<file path="config.mk">
export PLATFORM = sky130hd
export DESIGN_NAME = fdma_rw_arbiter
export DESIGN_NICKNAME = d
export VERILOG_FILES = /design/src/rtl/fdma_rw_arbiter_pkg.sv /design/src/rtl/fdma_arb_grant.sv /design/src/rtl/fdma_rw_arbiter.sv
export SDC_FILE = /design/constraint.sdc
export NUM_CORES = 1
export LEC_CHECK = 0
export ABC_AREA = 1
export CORE_MARGIN = 2
export CORE_UTILIZATION = 28
export CTS_CLUSTER_DIAMETER = 100
export CTS_CLUSTER_SIZE = 10
export DETAILED_ROUTE_END_ITERATION = 8
export HOLD_SLACK_MARGIN = 0.02
export PLACE_DENSITY = 0.89
export SKIP_CTS_REPAIR_TIMING = 1
export SYNTH_ARGS = -nofsm -noshare
export SYNTH_HDL_FRONTEND = slang
export SYNTH_HIERARCHICAL = 1
export SYNTH_SLANG_ARGS = --single-unit
</file>
<file path="constraint.sdc">
create_clock -name ui_clk -period 1.7 [get_ports ui_clk]
set_input_delay 0.425 -clock ui_clk [delete_from_list [all_inputs] [get_ports ui_clk]]
set_output_delay 0.425 -clock ui_clk [all_outputs]
set_load 0.02 [all_outputs]
</file>
<file path="src/rtl/fdma_rw_arbiter_pkg.sv">
// Shared types and constants for the FDMA read/write arbiter.
package fdma_rw_arbiter_pkg;

  typedef enum logic [2:0] {
    ST_IDLE  = 3'd0,
    ST_W_REQ = 3'd1,
    ST_W_RUN = 3'd2,
    ST_R_REQ = 3'd3,
    ST_R_RUN = 3'd4
  } arb_state_e;

  localparam int RD_BURST_LIMIT_DEF = 4;
  localparam int RD_CONSEC_W_DEF    = $clog2(RD_BURST_LIMIT_DEF + 1);

  // Width of the consecutive-read counter; it must be able to hold the limit itself.
  function automatic int rd_consec_width(input int limit);
    return (limit < 1) ? 1 : $clog2(limit + 1);
  endfunction

endpackage

</file>
<file path="src/rtl/fdma_arb_grant.sv">
// Combinational grant decision: read has priority, except that a pending
// write is granted once RD_BURST_LIMIT reads have gone ahead of it.
module fdma_arb_grant
  import fdma_rw_arbiter_pkg::*;
#(
  parameter int RD_BURST_LIMIT = RD_BURST_LIMIT_DEF,
  parameter int CW             = rd_consec_width(RD_BURST_LIMIT)
) (
  input  logic          idle_i,
  input  logic          w_areq_i,
  input  logic          r_areq_i,
  input  logic [CW-1:0] rd_consec_i,
  output logic          grant_w_o,
  output logic          grant_r_o
);

  localparam logic [CW-1:0] LIMIT_C = CW'(RD_BURST_LIMIT);

  // Priority with starvation guard, evaluated only while the arbiter is idle.
  always_comb begin
    grant_w_o = 1'b0;
    grant_r_o = 1'b0;
    if (idle_i) begin
      if (r_areq_i && w_areq_i) begin
        if (rd_consec_i == LIMIT_C) grant_w_o = 1'b1;
        else                        grant_r_o = 1'b1;
      end else if (r_areq_i) begin
        grant_r_o = 1'b1;
      end else if (w_areq_i) begin
        grant_w_o = 1'b1;
      end
    end
  end

endmodule

</file>
<file path="src/rtl/fdma_rw_arbiter.sv">
// Arbitrates one write and one read requester onto a shared FDMA master port.
// Optional feature: define FDMA_ARB_STATS_EN to add 32-bit grant counters
// (stat_wr_cnt, stat_rd_cnt).
//
// state    | meaning
// IDLE     | no transfer; grant decision taken from current-cycle requests
// W_REQ    | write request presented, waiting for fdma_busy
// W_RUN    | write transfer running, waiting for fdma_busy to fall
// R_REQ    | read request presented, waiting for fdma_busy
// R_RUN    | read transfer running, waiting for fdma_busy to fall
module fdma_rw_arbiter
  import fdma_rw_arbiter_pkg::*;
#(
  parameter int AXI_DATA_WIDTH = 32,
  parameter int AXI_ADDR_WIDTH = 21,
  parameter int RD_BURST_LIMIT = 4
) (
  input  logic                      ui_clk,
  input  logic                      ui_rst,
  input  logic [AXI_ADDR_WIDTH-1:0] w_addr,
  input  logic                      w_areq,
  input  logic [15:0]               w_size,
  output logic                      w_busy,
  input  logic [AXI_DATA_WIDTH-1:0] w_wdata,
  output logic                      w_wvalid,
  input  logic [AXI_ADDR_WIDTH-1:0] r_addr,
  input  logic                      r_areq,
  input  logic [15:0]               r_size,
  output logic                      r_busy,
  output logic [AXI_DATA_WIDTH-1:0] r_rdata,
  output logic                      r_rvalid,
`ifdef FDMA_ARB_STATS_EN
  output logic [31:0]               stat_wr_cnt,
  output logic [31:0]               stat_rd_cnt,
`endif
  output logic [AXI_ADDR_WIDTH-1:0] fdma_addr,
  output logic                      fdma_areq,
  output logic                      fdma_rnw,
  output logic [15:0]               fdma_size,
  input  logic                      fdma_busy,
  output logic [AXI_DATA_WIDTH-1:0] fdma_wdata,
  input  logic                      fdma_wvalid,
  input  logic [AXI_DATA_WIDTH-1:0] fdma_rdata,
  input  logic                      fdma_rvalid
);

  localparam int            CW      = rd_consec_width(RD_BURST_LIMIT);
  localparam logic [CW-1:0] LIMIT_C = CW'(RD_BURST_LIMIT);

  arb_state_e                state_q, state_d;
  logic [CW-1:0]             rd_consec_q, rd_consec_d;
  logic [AXI_ADDR_WIDTH-1:0] addr_q;
  logic [15:0]               size_q;
  logic                      rnw_q;
  logic                      grant_w, grant_r;

  fdma_arb_grant #(
    .RD_BURST_LIMIT (RD_BURST_LIMIT),
    .CW             (CW)
  ) u_grant (
    .idle_i      (state_q == ST_IDLE),
    .w_areq_i    (w_areq),
    .r_areq_i    (r_areq),
    .rd_consec_i (rd_consec_q),
    .grant_w_o   (grant_w),
    .grant_r_o   (grant_r)
  );

  // Next-state: grants only leave IDLE, so the return cycle never grants.
  always_comb begin
    state_d = state_q;
    case (state_q)
      ST_IDLE: begin
        if (grant_r)      state_d = ST_R_REQ;
        else if (grant_w) state_d = ST_W_REQ;
      end
      ST_W_REQ: if (fdma_busy)  state_d = ST_W_RUN;
      ST_W_RUN: if (!fdma_busy) state_d = ST_IDLE;
      ST_R_REQ: if (fdma_busy)  state_d = ST_R_RUN;
      ST_R_RUN: if (!fdma_busy) state_d = ST_IDLE;
      default:                  state_d = ST_IDLE;
    endcase
  end

  // Count reads that overtook a waiting write; a write grant resets the run.
  always_comb begin
    rd_consec_d = rd_consec_q;
    if (grant_w)
      rd_consec_d = '0;
    else if (grant_r && w_areq && (rd_consec_q != LIMIT_C))
      rd_consec_d = rd_consec_q + 1'b1;
  end

  // State, starvation counter and latched transfer descriptor.
  always_ff @(posedge ui_clk or posedge ui_rst) begin
    if (ui_rst) begin
      state_q     <= ST_IDLE;
      rd_consec_q <= '0;
      addr_q      <= '0;
      size_q      <= '0;
      rnw_q       <= 1'b0;
    end else begin
      state_q     <= state_d;
      rd_consec_q <= rd_consec_d;
      if (grant_r) begin
        addr_q <= r_addr;
        size_q <= r_size;
        rnw_q  <= 1'b1;
      end else if (grant_w) begin
        addr_q <= w_addr;
        size_q <= w_size;
        rnw_q  <= 1'b0;
      end
    end
  end

  assign fdma_addr  = addr_q;
  assign fdma_size  = size_q;
  assign fdma_rnw   = rnw_q;
  assign fdma_areq  = (state_q == ST_W_REQ) || (state_q == ST_R_REQ);
  assign fdma_wdata = w_wdata;
  assign r_rdata    = fdma_rdata;

  assign w_busy   = ((state_q == ST_W_REQ) || (state_q == ST_W_RUN)) && fdma_busy;
  assign r_busy   = ((state_q == ST_R_REQ) || (state_q == ST_R_RUN)) && fdma_busy;
  assign w_wvalid = (state_q == ST_W_RUN) && fdma_wvalid;
  assign r_rvalid = (state_q == ST_R_RUN) && fdma_rvalid;

`ifdef FDMA_ARB_STATS_EN
  logic [31:0] stat_wr_cnt_q, stat_rd_cnt_q;

  // Grant counters, free-running with natural 32-bit wrap.
  always_ff @(posedge ui_clk or posedge ui_rst) begin
    if (ui_rst) begin
      stat_wr_cnt_q <= '0;
      stat_rd_cnt_q <= '0;
    end else begin
      if (grant_w) stat_wr_cnt_q <= stat_wr_cnt_q + 32'd1;
      if (grant_r) stat_rd_cnt_q <= stat_rd_cnt_q + 32'd1;
    end
  end

  assign stat_wr_cnt = stat_wr_cnt_q;
  assign stat_rd_cnt = stat_rd_cnt_q;
`endif

endmodule

</file>
==> results of run 1 <==
-- cells in the final DEF, fill, tap and decap left out --
cell type        synthesis  layout
a21oi_2                  1       2
inv_2                    1       2
dfrtp_1                 44      43
nand3_1                 82      77
inv_1                   11       8
buf_6                    5       8
a21oi_1                  3       1
inv_4                    0       1
bufinv_16                0       1
a31oi_1                  1       1
clkbuf_16                0       2
nand2_1                 94      87
dfrtp_2                  0       1
clkbuf_2                 0       1
o21ai_0                  2       2
nor2_2                   1       2
dlymetal6s2s_1           0      39
or2_4                    0       1
nor2_1                   5       4
nor3_4                   0       1
nand2_2                  2       9
buf_4                   71      14
nand3b_1                 1       1
a21oi_4                  0       1
clkdlybuf4s50_1          0      79
clkinv_4                 0       1
nor2_4                   1       1
buf_8                    0       1
ha_1                     2       2
buf_12                   0       6
inv_6                    0       1
clkbuf_8                 0       6
nand3_2                  0       5
-- cells by family (layout without fill, tap and decap cells) --
| family | Yosys count | in the layout | synth area share [%] |
|---|---|---|---|
| AOI/OAI and AO/OA | 7 | 7 | 1.51 |
| adders and majority gates | 2 | 2 | 0.941 |
| and+or+nand+nor | 188 | 188 | 31.4 |
| DFF | 44 | 44 | 41.4 |
| buffers and inverters | 93 | 170 | 24.7 |
-- worst min-delay path by stage --
stage,startpoint,endpoint,slack [ns],depth (start not counted)
after floorplan,state_q[0],state_q[0],0.52,2
after global placement,fdma_rnw,fdma_rnw,0.46,2
after detailed placement,fdma_addr[0],fdma_addr[0],0.47,2
after CTS,ui_rst,fdma_size[14],0.41,2
after global routing,ui_rst,fdma_addr[1],0.44,2
final,ui_rst,fdma_size[14],0.41,2
-- worst max-delay path, stage by stage, from the launching register on --
cell,delay [ns]
dfrtp_1,0.40
inv_1,0.08
nand2_2,0.07
or2_4,0.26
a21oi_2,0.13
buf_4,0.15
-- sequential cells by signal, indices dropped and copies added (netlist names) --
signal,flops
fdma_addr,21
fdma_size,16
rd_consec_q,3
state_q,3
fdma_rnw,1
-- routing by layer --
metal	vias to the layer above	global-route usage, %	part of all wire, %
met1	1161	14.1	35
li1	1162	-	-
met5	-	0	0
met3	23	4.76	8.3
met2	121	27.5	55
met4	0	5.09	2.1
-- area by class of cell --
class	instances	share of cell area, %
clock buffer	6	2.03
clock inverter	2	0.953
inverter	12	1.29
multi-input combinational	197	23.8
sequential	44	27.1
tap	129	3.96
timing repair buffer	150	40.9
-- power breakdown --
group	internal [mW]	total, mW	switching, mW	leakage (nW)
Clock	0.481	0.861	0.380	0.0614
Sequential	1.55	1.84	0.291	0.544
Combinational	1.79	3.82	2.03	1.64
-- per-stage QoR --
step	area (um2)	power [mW]	hold slack [ns]	utilization, %	worst slack (ns)
finish	4070	6.52	0.413	44.1	-0.113
global route	4070	6.96	0.445	44.1	-0.200
CTS	3800	6.33	0.414	41.2	-0.589
detailed placement	3680	5.44	0.472	39.9	-0.465
global placement	3680	5.29	0.462	39.9	-0.399
floorplan	2660	3.94	0.519	-	0.102
==> impl_metrics.json, run 1 <==
{
  "slew_viol_final": 0,
  "synth-async-reset-ratio_pct": 100,
  "power.density_nw_per_um2": 1600,
  "area.sequential_um2": 1100,
  "clock_latency_ns": 0.29,
  "ys_ff_latch": 44,
  "period_needed_ns": 1.81,
  "crit_fanout": 3,
  "crit_path_end_kind": "output pin",
  "drt_iter0_drc": 50,
  "synth_top_area_share_pct": 41.4,
  "overflow": 0,
  "ys_top_cells_by_area": "dfrtp_1 (41%), buf_4 (20%), nand3_1 (15%), nand2_1 (13%), buf_6 (2.1%)",
  "tightest_slew_ns": 0.371,
  "cp-start-kind": "flip-flop",
  "fill_cells": 910,
  "rows": 35,
  "antenna_found_initial": 0,
  "vias": 2467,
  "synth.distinct_cells": 21,
  "finClkSkew_ns": 0.00356,
  "grt_pass1_vias": 2453,
  "track_usage_pct": 14.3,
  "fmax_mhz": 552,
  "yosys.cell_count.top_type": "nand2_1",
  "clkSinkCount": 44,
  "die_w_um": 101,
  "dpl.cell_count": 528,
  "required_ns": 1.27,
  "setup_ws_ns": -0.113,
  "clkTransAtPathRegs_ns": 0.09,
  "via_per_inst": 4.57,
  "leakagePower_nw": 2.24,
  "nets": 557,
  "synth_fp_nets": 481,
  "post-route-period-util_pct": 107,
  "hold_viol_final": 0,
  "relSlewSlack_pct": 75.2,
  "endpoint": "w_busy",
  "failed_checks": "negative setup slack",
  "cts_made_buffers": 5,
  "synth_flop_cell": "dfrtp_1",
  "multi_input_area_um2": 970,
  "wl_per_cell_um": 15.2,
  "regToRegSetupSlack_ns": 0.05,
  "cts_buffer_depth": 2,
  "htree_levels": 2,
  "cap_violations": 0,
  "ys.warnings.count": 6,
  "synth_top_area_cell": "dfrtp_1",
  "rsz0062_at_grt": "true",
  "layout.cells.non_filler": 540,
  "critPathLaunch": "state_q[2]",
  "worstPathArrival_ns": 1.39,
  "setup_viol": 3,
  "core_area_um2": 9240,
  "avgSynthCellArea_um2": 7.96,
  "routed_wl_mm": 8.20,
  "crit_type": "flip-flop to output pin",
  "grt_max_degree": 21,
  "antenna_left": 0,
  "hold_path.class": "input port to asynchronous set/reset pin",
  "port_buffers": 123,
  "dp_hpwl_mm": 6.16,
  "drive_gt1_share_pct": 16.3,
  "gp_congestion": 0.662,
  "ys_seq_area_share_pct": 41.4,
  "die-area_um2": 10300,
  "ir_worst_vdd_uv": 562,
  "r2r_start": "state_q[1]",
  "grt_pass1_wl_mm": 11.6,
  "timing.rr.end": "fdma_size[12]",
  "area_growth_pct": 53.1,
  "synth_edf_count": 0,
  "cts_root_buffer": "clkbuf_8",
  "syn_inst": 334,
  "finalSetupTns_ns": -0.136,
  "outcome": "finished with violations",
  "io_pins": 252,
  "diodes": 0,
  "post_synth_instance_area_um2": 2660,
  "initial_core_util_pct": 28.8,
  "firstDrtPassIters": 4,
  "chipHeight_um": 101,
  "ff2ff_path_depth": 8,
  "cts_tree": "built",
  "synth_commonest_cells": "nand2_1 (94), nand3_1 (82), buf_4 (71)",
  "drc_errors": 0
}
(Power assumes the default switching activity.)
==> run 2, diff against run 1 <==
Settings changed: CTS_CLUSTER_DIAMETER 100 to default, PLACE_DENSITY 0.89 to 0.79.
==> impl_metrics.json, run 2 (same netlist as run 1, synthesis figures left out) <==
{
  "antenna_found_initial": 0,
  "tightest_slew_ns": 0.308,
  "nets": 556,
  "final_core_util_pct": 43.1,
  "r2r_start": "state_q[0]",
  "die_w_um": 101,
  "track_usage_pct": 14.8,
  "wl_met2_mm": 4.32,
  "hold_viol_final": 0,
  "cts_made_buffers": 5,
  "post-route-period-util_pct": 107,
  "clkTransAtPathRegs_ns": 0.09,
  "largest_reg_flops": 21,
  "required_ns": 1.27,
  "slew_viol_final": 0,
  "cts_buffer_depth": 2,
  "vias": 2495,
  "highest_layer": "met4",
  "layout_commonest_cell": "nand2_1",
  "routed_wl_mm": 8.21,
  "crit_path_end_kind": "output pin",
  "ir_worst_vdd_uv": 539,
  "overflow": 0,
  "rsz0062_at_grt": "true",
  "dp_hpwl_mm": 5.88,
  "grt_pass1_vias": 2462,
  "crit_type": "flip-flop to output pin",
  "final_cell_mix": "nand2_1 (90), nand3_1 (81), clkdlybuf4s50_1 (80)",
  "initial_core_util_pct": 28.8,
  "setup_viol": 1,
  "wl_per_cell_um": 15.2,
  "worstPathArrival_ns": 1.39,
  "clock_latency_ns": 0.29,
  "finalSetupTns_ns": -0.115,
  "port_buffers": 123,
  "hold_path.class": "input port to asynchronous set/reset pin",
  "period_needed_ns": 1.82,
  "dr_wl_met3_um": 694,
  "fmax_mhz": 551,
  "antenna_left": 0,
  "diodes": 0,
  "via_per_inst": 4.63,
  "drt-met1-wl_mm": 3.08,
  "setup_ws_ns": -0.115,
  "grt_max_degree": 45,
  "area_growth_pct": 49.9,
  "cap_violations": 0,
  "drive_gt1_share_pct": 13.9,
  "chipHeight_um": 101,
  "dpl.cell_count": 526,
  "cts_tree": "built",
  "dp_slack_ns": -0.470,
  "finClkSkew_ns": 0.00400,
  "failed_checks": "negative setup slack",
  "drc_errors": 0,
  "die-area_um2": 10300,
  "power.density_nw_per_um2": 1600,
  "clkSinkCount": 44,
  "rows": 35,
  "cts_root_buffer": "clkbuf_8",
  "io_pins": 252,
  "crit_fanout": 4,
  "critPathLaunch": "state_q[2]",
  "core_area_um2": 9240,
  "relSlewSlack_pct": 79.4,
  "drt_iter0_drc": 117,
  "leakagePower_nw": 2.19,
  "grt_pass1_wl_mm": 12.0,
  "layout.cells.non_filler": 539,
  "gp_congestion": 0.723,
  "outcome": "finished with violations",
  "firstDrtPassIters": 4,
  "cp-start-kind": "flip-flop",
  "htree_levels": 2
}
run 2: cell count changes in the layout (fill, tap and decap cells not counted), sizes merged:
cell,before,now
buf,29,26
clkbuf,9,10
dlymetal6s2s,39,38
clkinv,1,0
clkinvlp,0,1
inv,12,13
clkdlybuf4s50,79,80
run 2: layout make-up:
class                   count  area, um2
well taps                 129        161
fillers                   920       5250
repair buffers            149       1620
clock inverters             3       46.3
inverters                  12       50.0
multi-input cells         197        937
clock buffers               5       68.8
flip-flops and latches     44       1100
run 2: report_power, final:
part           internal [mW]  total [mW]  leakage, nW  switching, mW
Sequential              1.55        1.85        0.546          0.305
Combinational           1.72        3.68         1.59           1.95
Clock                  0.443       0.837       0.0548          0.393
Total                   3.71        6.36         2.19           2.65
run 2: layer usage:
layer	global-route usage, %	vias up
met5	0	-
met4	4.99	0
met3	4.28	28
met2	27.6	143
met1	15.8	1161
li1	-	1163
run 2: worst paths after layout:
path	end	slack, ns	cells past startpoint
setup reg to reg	fdma_size[6]	0.03	8
min in group ui_clk	fdma_rnw	0.48	2
max in group asynchronous	fdma_addr[9]	1.01	3
hold / removal	fdma_size[14]	0.47	3
hold reg to reg	fdma_rnw	0.48	2
setup / recovery	w_busy	-0.12	5
run 2: critical path, stage by stage (launching register included):
cell and delay, ns:
dfrtp_1 0.42, inv_1 0.08, nand2_2 0.06, or2_1 0.25
a21oi_1 0.14, buf_4 0.16
run 2: stage by stage:
step | hold WS (ns) | area (um2) | power [mW]
floorplan | 0.519 | 2660 | 3.94
global placement | 0.464 | 3670 | 5.30
detailed placement | 0.469 | 3670 | 5.39
CTS | 0.472 | 3780 | 6.26
global route | 0.488 | 3990 | 6.82
finish | 0.468 | 3990 | 6.36
